`config.mk`:
```
export PLATFORM = sky130hd
export DESIGN_NAME = beam_delay_ctrl_flat
export DESIGN_NICKNAME = d
export VERILOG_FILES = /design/src/rtl/beamformer_pkg.sv /design/src/rtl/beam_delay_ctrl_if.sv /design/src/rtl/beam_delay_ctrl_cfg_input_sync.sv /design/src/rtl/beam_delay_ctrl.sv /design/src/flat_wrapper.sv
export SDC_FILE = /design/constraint.sdc
export NUM_CORES = 1
export LEC_CHECK = 0
export BUFFER_PORTS_ARGS = -buffer_cell sky130_fd_sc_hd__buf_2
export CAP_MARGIN = 20
export CORE_UTILIZATION = 55
export DETAILED_ROUTE_END_ITERATION = 10
export GPL_ROUTABILITY_DRIVEN = 1
export PLACE_DENSITY = 0.77
export SETUP_SLACK_MARGIN = 0.5
export SLEW_MARGIN = 20
export SYNTH_ARGS = -nofsm -noshare
export SYNTH_HDL_FRONTEND = slang
export SYNTH_SLANG_ARGS = --single-unit
```
`constraint.sdc`:
```
create_clock -name clk -period 2.15 [get_ports clk]
set_input_delay 0.1075 -clock clk [delete_from_list [all_inputs] [get_ports clk]]
set_output_delay 0.1075 -clock clk [all_outputs]
set_load 0.05 [all_outputs]
```
`src/rtl/beamformer_pkg.sv`:
```
// Shared beamformer definitions.
//
// Holds the default channel-buffer geometry and the state encoding of the
// delay-configuration FSM used by beam_delay_ctrl.
//   BUFFER_SIZE     default channel buffer depth (legal delays 0..BUFFER_SIZE-1)
//   NUMBER_OF_BITS  sample width of the channel buffers
//   INDEX_WIDTH     bits needed to address one buffer entry
package beamformer_pkg;

    localparam int BUFFER_SIZE    = 8;
    localparam int NUMBER_OF_BITS = 16;
    localparam int INDEX_WIDTH    = $clog2(BUFFER_SIZE);

    typedef enum logic [1:0] {
        IDLE    = 2'd0,
        SHIFT   = 2'd1,
        PENDING = 2'd2
    } delay_cfg_state_t;

endpackage

```
`src/rtl/beam_delay_ctrl_if.sv`:
```
// Serial delay-configuration bus.
//
// The three-wire bus plus channel select as seen on the pins. cfg_load frames
// one word: it rises before the first bit, stays high while cfg_sdata is
// sampled MSB first on each cfg_sclk rise, and falls after the last bit.
// cfg_sel must be stable while cfg_load is high. There is no flow control: the
// receiver always listens, and a word that arrives while a previous one is
// still pending is dropped and flagged.
//   cfg_sclk   serial bit clock (asynchronous to the system clock)
//   cfg_sdata  serial data, MSB first
//   cfg_load   word frame enable
//   cfg_sel    target channel for the word
// Modports: master drives the bus, slave (the controller) receives it.
interface beam_delay_ctrl_if #(
    parameter int SEL_WIDTH = 2
);
    logic                 cfg_sclk;
    logic                 cfg_sdata;
    logic                 cfg_load;
    logic [SEL_WIDTH-1:0] cfg_sel;

    modport master (
        output cfg_sclk,
        output cfg_sdata,
        output cfg_load,
        output cfg_sel
    );

    modport slave (
        input cfg_sclk,
        input cfg_sdata,
        input cfg_load,
        input cfg_sel
    );
endinterface

```
`src/rtl/beam_delay_ctrl_cfg_input_sync.sv`:
```
// Two-flop synchronizer for the asynchronous configuration pins.
//
// Ports:
//   clk    system clock
//   reset  asynchronous active-high reset, clears both stages
//   d      asynchronous input (WIDTH bits)
//   q      synchronized output, two clk edges behind d
// A bus instance is only used for cfg_sel, which is held stable for the whole
// load window, so per-bit skew between stages never reaches the consumer.
module cfg_input_sync #(
    parameter int WIDTH = 1
) (
    input  logic             clk,
    input  logic             reset,
    input  logic [WIDTH-1:0] d,
    output logic [WIDTH-1:0] q
);
    logic [WIDTH-1:0] meta;

    always_ff @(posedge clk or posedge reset) begin
        if (reset) begin
            meta <= '0;
            q    <= '0;
        end else begin
            meta <= d;
            q    <= meta;
        end
    end
endmodule

```
`src/rtl/beam_delay_ctrl.sv`:
```
// Beamformer delay-tap configuration controller.
//
// Receives delay words over the serial configuration bus, holds an accepted
// word as pending and applies it to the selected channel's read index on the
// next frame_strobe, so delays only ever change on a frame boundary.
//
// Optional feature: define DELAY_CFG_PARITY_EN to append one even-parity bit to
// every word; words with bad parity are discarded and flagged.
//
// Ports:
//   clk              system clock, rising edge
//   reset            asynchronous active-high reset
//   cfg              serial configuration bus (slave side)
//   frame_strobe     one-clk pulse at each sample-frame boundary
//   clr_error        clears cfg_error (a same-cycle new error wins)
//   read_index_flat  active delays, channel i at [i*INDEX_WIDTH +: INDEX_WIDTH]
//   commit           one-clk pulse when the pending word is applied
//   busy             high while a word is pending
//   cfg_error        sticky protocol-error flag
module beam_delay_ctrl #(
    parameter int NUM_CHANNELS = 3,
    parameter int BUFFER_SIZE  = beamformer_pkg::BUFFER_SIZE,
    parameter int INDEX_WIDTH  = $clog2(BUFFER_SIZE),
    parameter int SEL_WIDTH    = 2
) (
    input  logic                                clk,
    input  logic                                reset,
    beam_delay_ctrl_if.slave                    cfg,
    input  logic                                frame_strobe,
    input  logic                                clr_error,
    output logic [NUM_CHANNELS*INDEX_WIDTH-1:0] read_index_flat,
    output logic                                commit,
    output logic                                busy,
    output logic                                cfg_error
);
`ifdef DELAY_CFG_PARITY_EN
    localparam int WORD_BITS = INDEX_WIDTH + 1;
`else
    localparam int WORD_BITS = INDEX_WIDTH;
`endif
    // One extra count above WORD_BITS is enough to mark an over-long word.
    localparam int CNT_W = $clog2(WORD_BITS + 2);
    localparam logic [CNT_W-1:0] CNT_FULL = CNT_W'(WORD_BITS);
    localparam logic [CNT_W-1:0] CNT_SAT  = CNT_W'(WORD_BITS + 1);

    // ------------------------------------------------------------------
    // Pin synchronization and edge detection
    // ------------------------------------------------------------------
    logic                 sclk_s;
    logic                 sdata_s;
    logic                 load_s;
    logic [SEL_WIDTH-1:0] sel_s;
    logic                 sclk_d;
    logic                 load_d;

    cfg_input_sync #(.WIDTH(1)) u_sync_sclk (
        .clk(clk), .reset(reset), .d(cfg.cfg_sclk), .q(sclk_s)
    );
    cfg_input_sync #(.WIDTH(1)) u_sync_sdata (
        .clk(clk), .reset(reset), .d(cfg.cfg_sdata), .q(sdata_s)
    );
    cfg_input_sync #(.WIDTH(1)) u_sync_load (
        .clk(clk), .reset(reset), .d(cfg.cfg_load), .q(load_s)
    );
    cfg_input_sync #(.WIDTH(SEL_WIDTH)) u_sync_sel (
        .clk(clk), .reset(reset), .d(cfg.cfg_sel), .q(sel_s)
    );

    always_ff @(posedge clk or posedge reset) begin
        if (reset) begin
            sclk_d <= 1'b0;
            load_d <= 1'b0;
        end else begin
            sclk_d <= sclk_s;
            load_d <= load_s;
        end
    end

    // Edges are combinational on the second synchronizer stage, so the FSM
    // reacts on the third clk edge after a pin change.
    logic sclk_rise;
    logic load_rise;
    logic load_fall;

    assign sclk_rise = sclk_s & ~sclk_d;
    assign load_rise = load_s & ~load_d;
    assign load_fall = ~load_s & load_d;

    // ------------------------------------------------------------------
    // FSM and datapath state
    // ------------------------------------------------------------------
    beamformer_pkg::delay_cfg_state_t state, state_n;

    logic [CNT_W-1:0]       bit_cnt,   bit_cnt_n;
    logic [WORD_BITS-1:0]   shift_reg, shift_reg_n;
    logic [SEL_WIDTH-1:0]   sel_q,     sel_n;
    logic [INDEX_WIDTH-1:0] pend_word, pend_word_n;
    logic                   commit_n;
    logic                   err_set;

    logic [INDEX_WIDTH-1:0] chan_reg [NUM_CHANNELS];

    // Received word decode: data bits are the first INDEX_WIDTH bits shifted in.
    logic [INDEX_WIDTH-1:0] rx_data;
    logic                   parity_ok;
    logic                   sel_ok;

    assign rx_data = shift_reg[WORD_BITS-1 -: INDEX_WIDTH];
`ifdef DELAY_CFG_PARITY_EN
    // Even parity over data plus parity bit must come out zero.
    assign parity_ok = ~(^shift_reg);
`else
    assign parity_ok = 1'b1;
`endif
    assign sel_ok = 32'(sel_q) < NUM_CHANNELS;

    always_ff @(posedge clk or posedge reset) begin
        if (reset) begin
            state     <= beamformer_pkg::IDLE;
            bit_cnt   <= '0;
            shift_reg <= '0;
            sel_q     <= '0;
            pend_word <= '0;
        end else begin
            state     <= state_n;
            bit_cnt   <= bit_cnt_n;
            shift_reg <= shift_reg_n;
            sel_q     <= sel_n;
            pend_word <= pend_word_n;
        end
    end

    always_comb begin
        state_n     = state;
        bit_cnt_n   = bit_cnt;
        shift_reg_n = shift_reg;
        sel_n       = sel_q;
        pend_word_n = pend_word;
        commit_n    = 1'b0;
        err_set     = 1'b0;

        case (state)
            beamformer_pkg::IDLE: begin
                if (load_rise) begin
                    sel_n       = sel_s;
                    bit_cnt_n   = '0;
                    shift_reg_n = '0;
                    state_n     = beamformer_pkg::SHIFT;
                end
            end

            beamformer_pkg::SHIFT: begin
                if (sclk_rise) begin
                    shift_reg_n = {shift_reg[WORD_BITS-2:0], sdata_s};
                    if (bit_cnt != CNT_SAT) begin
                        bit_cnt_n = bit_cnt + 1'b1;
                    end
                end
                // A bit arriving on the same cycle as the load fall is not
                // counted toward this word; the decision uses the settled count.
                if (load_fall) begin
                    if (bit_cnt == CNT_FULL && sel_ok && parity_ok) begin
                        // Out-of-range delays are clamped, not rejected.
                        if (32'(rx_data) >= BUFFER_SIZE) begin
                            pend_word_n = INDEX_WIDTH'(BUFFER_SIZE - 1);
                        end else begin
                            pend_word_n = rx_data;
                        end
                        state_n = beamformer_pkg::PENDING;
                    end else begin
                        err_set = 1'b1;
                        state_n = beamformer_pkg::IDLE;
                    end
                end
            end

            beamformer_pkg::PENDING: begin
                if (frame_strobe) begin
                    commit_n = 1'b1;
                    // The state is leaving PENDING on this edge, so a load rise
                    // here starts a new word instead of being flagged.
                    if (load_rise) begin
                        sel_n       = sel_s;
                        bit_cnt_n   = '0;
                        shift_reg_n = '0;
                        state_n     = beamformer_pkg::SHIFT;
                    end else begin
                        state_n = beamformer_pkg::IDLE;
                    end
                end else if (load_rise) begin
                    // The intruding window is ignored: back in PENDING the FSM
                    // never looks at sclk or the load fall.
                    err_set = 1'b1;
                end
            end

            default: begin
                state_n = beamformer_pkg::IDLE;
            end
        endcase
    end

    // ------------------------------------------------------------------
    // Channel registers, commit pulse and error flag
    // ------------------------------------------------------------------
    always_ff @(posedge clk or posedge reset) begin
        if (reset) begin
            for (int i = 0; i < NUM_CHANNELS; i++) begin
                chan_reg[i] <= '0;
            end
            commit    <= 1'b0;
            cfg_error <= 1'b0;
        end else begin
            commit <= commit_n;
            if (commit_n) begin
                for (int i = 0; i < NUM_CHANNELS; i++) begin
                    if (sel_q == SEL_WIDTH'(i)) begin
                        chan_reg[i] <= pend_word;
                    end
                end
            end
            if (err_set) begin
                cfg_error <= 1'b1;
            end else if (clr_error) begin
                cfg_error <= 1'b0;
            end
        end
    end

    always_comb begin
        read_index_flat = '0;
        for (int i = 0; i < NUM_CHANNELS; i++) begin
            read_index_flat[i*INDEX_WIDTH +: INDEX_WIDTH] = chan_reg[i];
        end
    end

    assign busy = (state == beamformer_pkg::PENDING);

endmodule

```
`src/flat_wrapper.sv`:
```
// flat-port wrapper written by rule: the top's interface ports become plain ports
module beam_delay_ctrl_flat 
#(
    parameter int NUM_CHANNELS = 3,
    parameter int BUFFER_SIZE  = beamformer_pkg::BUFFER_SIZE,
    parameter int INDEX_WIDTH  = $clog2(BUFFER_SIZE),
    parameter int SEL_WIDTH    = 2
)
  (clk, reset, frame_strobe, clr_error, read_index_flat, commit, busy, cfg_error, cfg_cfg_sclk, cfg_cfg_sdata, cfg_cfg_load, cfg_cfg_sel);
  beam_delay_ctrl_if #(.SEL_WIDTH(SEL_WIDTH)) cfg_i ();
  input  logic clk;
  input  logic reset;
  input  logic frame_strobe;
  input  logic clr_error;
  output logic [NUM_CHANNELS*INDEX_WIDTH-1:0] read_index_flat;
  output logic commit;
  output logic busy;
  output logic cfg_error;
  input wire logic [$bits(cfg_i.cfg_sclk)-1:0] cfg_cfg_sclk;
  input wire logic [$bits(cfg_i.cfg_sdata)-1:0] cfg_cfg_sdata;
  input wire logic [$bits(cfg_i.cfg_load)-1:0] cfg_cfg_load;
  input wire logic [$bits(cfg_i.cfg_sel)-1:0] cfg_cfg_sel;
  assign cfg_i.cfg_sclk = cfg_cfg_sclk;
  assign cfg_i.cfg_sdata = cfg_cfg_sdata;
  assign cfg_i.cfg_load = cfg_cfg_load;
  assign cfg_i.cfg_sel = cfg_cfg_sel;
  beam_delay_ctrl #(.NUM_CHANNELS(NUM_CHANNELS), .BUFFER_SIZE(BUFFER_SIZE), .INDEX_WIDTH(INDEX_WIDTH), .SEL_WIDTH(SEL_WIDTH)) u_core (.clk(clk), .reset(reset), .cfg(cfg_i), .frame_strobe(frame_strobe), .clr_error(clr_error), .read_index_flat(read_index_flat), .commit(commit), .busy(busy), .cfg_error(cfg_error));
endmodule
```
# ---- Word level (Yosys, flattened, before mapping)
# Cells that the tools add are included.
dict set report op_classes {
  add_sub_neg 1
  magnitude_cmp 1
  eq_ne 11
  n_mux 27
  bitwise_logic 6
  reduce_logical 14
}
# cell count
set ops {}
lappend ops {{3-bit two-way mux} 7}
lappend ops {{3-bit one-hot mux with 3 select lines} 2}
lappend ops {{2-bit two-way mux} 6}
lappend ops {{1-bit two-way mux} 9}
lappend ops {{3-bit AND reduction} 3}
lappend ops {{2-bit by 1-bit inequality test with 1-bit output (second input constant)} 4}
lappend ops {{2-bit AND reduction} 4}
lappend ops {{2-bit one-hot mux with 3 select lines} 1}
lappend ops {{2-bit by 1-bit == test with 1-bit output (second input constant)} 2}
lappend ops {{2-bit == test (second input constant)} 2}
lappend ops {{2-bit logical NOT} 2}
lappend ops {{2-bit one-hot mux with 2 select lines} 1}
lappend ops {{4-bit AND reduction} 1}
lappend ops {{2-bit nonzero test} 2}
lappend ops {{3-bit by 1-bit adder with 3-bit output (second input constant)} 1}
lappend ops {{1-bit bitwise AND} 3}
lappend ops {{3-bit by 2-bit == test with 1-bit output (second input constant)} 1}
lappend ops {{3-bit inequality test (second input constant)} 1}
lappend ops {{1-bit NOT} 3}
lappend ops {{3-bit nonzero test} 1}
lappend ops {{2-bit < comparator (second input constant)} 1}
lappend ops {{2-bit inequality test (second input constant)} 1}
lappend ops {{1-bit one-hot mux with 2 select lines} 1}
lappend ops {{1-bit logical AND} 1}
dict set report totals {
  reg_bits 36
  in_bits 9
  out_inout_bits 12
  wordCells 80
}

# ---- Logic depth before layout (Yosys ltp)
dict set report logic_depth {
  ltp_word 6
  depth_mapped 6
  mapped_depth_nobuf 6
}

# ---- By module
# From an unflattened synthesis, not the netlist that was laid out.
dict set report hier_totals {
  hier_cells 115
  hier_area_um2 1487.7
}
# mod instances cells_each area_each_um2 seq_area_each_um2
set by_module_without_submodules {}
lappend by_module_without_submodules {beam_delay_ctrl 1 101 1222.4 650.6}
lappend by_module_without_submodules {{cfg_input_sync (u_core.u_sync_load ...)} 3 3 53.8 50.0}
lappend by_module_without_submodules {{cfg_input_sync (u_core.u_sync_sel)} 1 5 103.8 100.1}

# ---- Worst setup path after synthesis
# No wires, ideal clock.
dict set report synth_path {
  kind {reg-to-reg}
  start {reg u_core.state[0]}
  end {reg u_core.chan_reg (netlist bit u_core.read_index_flat[0])}
  setup_ns 0.125
  arrival_time_ns 1.906
  required_time_ns 2.025
  path_slack_ns 0.119
  stages_incl_launch_ff 6
  path_buffers 0
  synth_period_minus_slack_ns 2.031
  path_cell_list {dfrtp_1 inv_1 ha_1 nand2_1 nor3_1 mux2_2}
}
dict set report synth_via {
  elab_chain_len 3
}
# item line_no
set synth_rtl {}
lappend synth_rtl {{from (decl)} beam_delay_ctrl.sv:92} ;# beamformer_pkg::delay_cfg_state_t state, state_n;
lappend synth_rtl {{from (signal assigned)} beam_delay_ctrl.sv:119} ;# state <= beamformer_pkg::IDLE;
lappend synth_rtl {{from (signal assigned)} beam_delay_ctrl.sv:125} ;# state <= state_n;
lappend synth_rtl {{2-bit == test} -}
lappend synth_rtl {{via busy} flat_wrapper.sv:17} ;# output logic busy;
lappend synth_rtl {{1-bit two-way mux} beam_delay_ctrl.sv:142} ;# case (state)
lappend synth_rtl {{2-bit AND reduction (no source line)} -}
lappend synth_rtl {{to (signal, indexed assignment)} beam_delay_ctrl.sv:218} ;# chan_reg[i] <= pend_word;
lappend synth_rtl {{to (decl)} beam_delay_ctrl.sv:101} ;# logic [INDEX_WIDTH-1:0] chan_reg [NUM_CHANNELS];
# The timed path passes the listed nets, and every way through them passes these cells.
# A chain may end at the register's enable or synchronous reset.

# ---- Worst setup path in the final report
dict set report layout_path {
  start {reg u_core.state[1]}
  end {reg u_core.bit_cnt[0]}
}
dict set report layout_via {
  elab_chain_len 3
  word_cells_on_any_way 9
  cone_classes {eq/ne: 5; mux: 1; reduce/logical: 3}
}
# item line_no
set layout_rtl {}
lappend layout_rtl {{2-bit by 1-bit == test with 1-bit output (tied with other cells)} beam_delay_ctrl.sv:142}
lappend layout_rtl {{2-bit by 1-bit inequality test with 1-bit output (no source line) (tied with other cells)} -}
lappend layout_rtl {{4-bit AND reduction (no source line)} -}
lappend layout_rtl {{to (signal assigned)} beam_delay_ctrl.sv:126} ;# bit_cnt <= bit_cnt_n;
lappend layout_rtl {{to (decl)} beam_delay_ctrl.sv:94} ;# logic [CNT_W-1:0] bit_cnt, bit_cnt_n;
# Several ways; a longest one is shown, not always the timed one.

==> results.py <==
metrics = {
    "yosys": {
        "synthSimpleGateAreaFrac_pct": 9.31,
        "synthCells": 108,
        "synth_top_family_by_area": "multiplexers",
        "synthMuxAreaShare_pct": 12.1,
        "synth_cell_types": 27,
        "synthFlopType": "dfrtp_1",
        "synth_xor_area_share_pct": 0,
        "syn_avg_cell_area_um2": 13.7,
        "synthArstFlopShare_pct": 100,
        "synth.area.top_cells": "dfrtp_1, mux2_2, ha_1",
        "synth_top_area_cell": "dfrtp_1",
        "ys_seq_area_share_pct": 60.9,
        "synthesis.area_um2": 1480,
        "ys_ff_latch": 36,
        "yosys-top-cells-count": "dfrtp_1, mux2_2, inv_1, ha_1, nand2_1",
        "synth_most_common_cell": "dfrtp_1",
        "synth_edf_count": 0,
        "yosys.area_share.adder_pct": 5.92,
        "synth_compound_area_share_pct": 8.97,
        "yosys_warnings": 0,
        "synth_nets": 124,
        "yosysTopAreaCellShare_pct": 60.9,
    },
    "setup_path": {
        "crit_path_max_fanout": 6,
        "criticalPathCategory": "flip-flop to flip-flop",
        "rr_worst_depth": 5,
        "end_kind": "flip-flop",
        "r2r_setup_slack_ps": 540,
        "required_ps": 2370,
        "rr_endpoint": "u_core.bit_cnt[0]$_DFFE_PP0P_",
        "setup.worst_path.start": "u_core.state[1]$_DFFE_PP0P_",
        "cp.arrival_ps": 1820,
        "cp-start-kind": "flip-flop",
        "r2r_start": "u_core.state[1]$_DFFE_PP0P_",
        "crit_path_end": "u_core.bit_cnt[0]$_DFFE_PP0P_",
    },
    "finish": {
        "drive_above_1_share_pct": 39.0,
        "fin_area_um2": 1830,
        "n_antenna_cell": 0,
        "area_growth_pct": 24.0,
        "fin_util_pct": 73.4,
        "fillers": 171,
        "final_nets": 161,
    },
    "grt": {
        "grt_start_max_net_pins": 37,
        "overflow": 0,
        "grt_pass1_vias": 915,
        "grt_pass1_wl_mm": 3.79,
        "grt_usage_pct": 19.6,
        "antenna_found_initial": 0,
    },
    "route": {
        "via_count": 920,
        "maxUsedRoutingLayer": "met4",
        "viasPerCell": 5.23,
        "drt-wirelength-per-cell_um": 13.4,
        "wl_met2_mm": 1.16,
        "met1_length_mm": 1.06,
        "ant_nets": 0,
        "routed_wl_mm": 2.36,
        "drc_errors": 0,
        "wl_met3_um": 104,
        "drtPass1Iterations": 4,
        "drt_iter0_drc": 5,
    },
    "placement": {
        "routabilityCongestion": 0.815,
        "hpwl_mm": 1.63,
        "place.port_buffers": 20,
        "pre_cts_slack_ps": 319,
        "dpl_cell_area_um2": 1640,
    },
    "clock_network": {
        "clk_path_buf_depth": 2,
        "h-tree-depth": 2,
        "cts.sinks": 36,
        "cts_tree": "built",
        "ctsRootBufferMaster": "clkbuf_4",
        "clk_pin_slew_worst_paths_ps": 100,
        "cts_made_buffers": 5,
        "clk_latency_ps": 320,
    },
    "timing": {
        "final_max_slew_viol_count": 0,
        "tightestPinTransition_ps": 428,
        "slew_headroom_pct": 71.5,
        "setup_violations": 0,
        "period_minus_slack_ps": 1610,
        "skew_ps": 12.3,
        "fin_ws_ps": 544,
        "hold_viol": 0,
        "rsz0062_at_grt": "yes",
        "final.period_utilization_pct": 74.7,
        "hold_ws_ps": 85.9,
        "fin_tns_setup_ps": 0,
        "timing.fmax_mhz": 623,
    },
    "floorplan": {
        "die_width_um": 53.9,
        "dieArea_um2": 2900,
        "rows": 18,
        "initial_core_util_pct": 59.2,
        "die_h_um": 53.9,
        "core_area_um2": 2500,
        "io_pins": 21,
    },
    "run_status": {
        "status": "finished clean",
    },
    "flow_run": {
        "drv_cap": 0,
    },
    "worst_hold_path": {
        "hold_class": "input pin to flip-flop",
    },
    "power_and_ir_drop": {
        "power_leakage_nw": 0.943,
        "power_density_nw_per_um2": 950,
        "ir_drop_v": 0.000844,
    },
}
[cell families (layout without fill, tap and decap cells)]
family	Yosys count	in the layout
flip-flops	36	36
AND/OR/NAND/NOR	24	24
multiplexers	16	16
AO/OA/AOI/OAI	14	14
buffers and inverters	11	49
adder cells (fa/ha/maj)	7	7
[flip-flops by register name, summed over array words and instances, names as in the netlist, 2 cells and up]
| signal | cells |
|---|---|
| u_core.bit_cnt | 3 |
| u_core.u_sync_sel.q | 2 |
| u_core.rx_data | 3 |
| u_core.u_sync_sel.meta | 2 |
| u_core.read_index_flat | 9 |
| u_core.pend_word | 3 |
| u_core.sel_q | 2 |
| u_core.state | 2 |
[stage by stage]
| step | cells | total power, mW |
|---|---|---|
| after global routing | 176 | 1.85 |
| after detailed placement | 158 | 1.23 |
| after floorplan | 108 | 1.14 |
| final | 176 | 1.74 |
| after global placement | 158 | 1.20 |
| after CTS | 174 | 1.72 |
[per-layer routing]
layer  global-route usage (%)  vias up
met4                     11.8        0
met3                     6.78        4
met5                        0        -
met1                     20.7      442
met2                     33.3       21
li1                         -      453
[layout make-up]
cell class                 instances  area, um^2  area share, %
sequential                        36         902           49.2
inverter                          10        37.5           2.05
tap                               30        37.5           2.05
clock buffer                       6        41.3           2.25
clock inverter                     2        35.0           1.91
timing repair buffer              31         198           10.8
multi-input combinational         61         583           31.8
[worst min path at each step]
stage / start / to / slack (ps) / depth (start not counted)
3_3_place_gp: reset / u_core.sel_q[0]$_DFFE_PP0P_ / 210 / 3
2_1_floorplan: cfg_cfg_load / u_core.u_sync_load.meta$_DFF_PP0_ / 140 / 0
4_1_cts: clr_error / u_core.cfg_error$_DFFE_PP0P_ / 70 / 3
5_1_grt: clr_error / u_core.cfg_error$_DFFE_PP0P_ / 90 / 3
3_5_place_dp: reset / u_core.sel_q[1]$_DFFE_PP0P_ / 220 / 3
6_report: clr_error / u_core.cfg_error$_DFFE_PP0P_ / 90 / 3
[power by group]
part           total (mW)  switching (mW)  leakage (nW)  internal [mW]
logic               0.445           0.216         0.437          0.230
clock network       0.442           0.198        0.0422          0.244
registers           0.856          0.0908         0.464          0.765
[critical path: stages (launching register included)]
cell      delay, ps
dfrtp_1         380
buf_4           140
ha_4            180
a221oi_4        320
o21ai_4         120
a221o_1         360
[layout by cell type (no fill, tap or decap), types with 2 or more instances in the layout]
cell           count
dlygate4sd3_1      6
nor2_1             4
ha_4               2
mux2_2            15
ha_1               5
a21oi_1            2
nand2b_1           3
dfrtp_1           35
inv_1              9
buf_4              5
clkbuf_4           5
nand3b_1           2
a221o_1            3
buf_2             20
a32o_1             3
and3_1             2
nand2_1            5
[timing repair]
action,4_1_cts,5_1_grt
endpoints found under the hold margin,41,0
hold buffers,6,0
endpoints found under the setup margin,14,7
resized for setup,5,3
buffers inserted,2,2
cloned,0,0
pin swaps,1,3
Power figures use the tool's default switching activity.
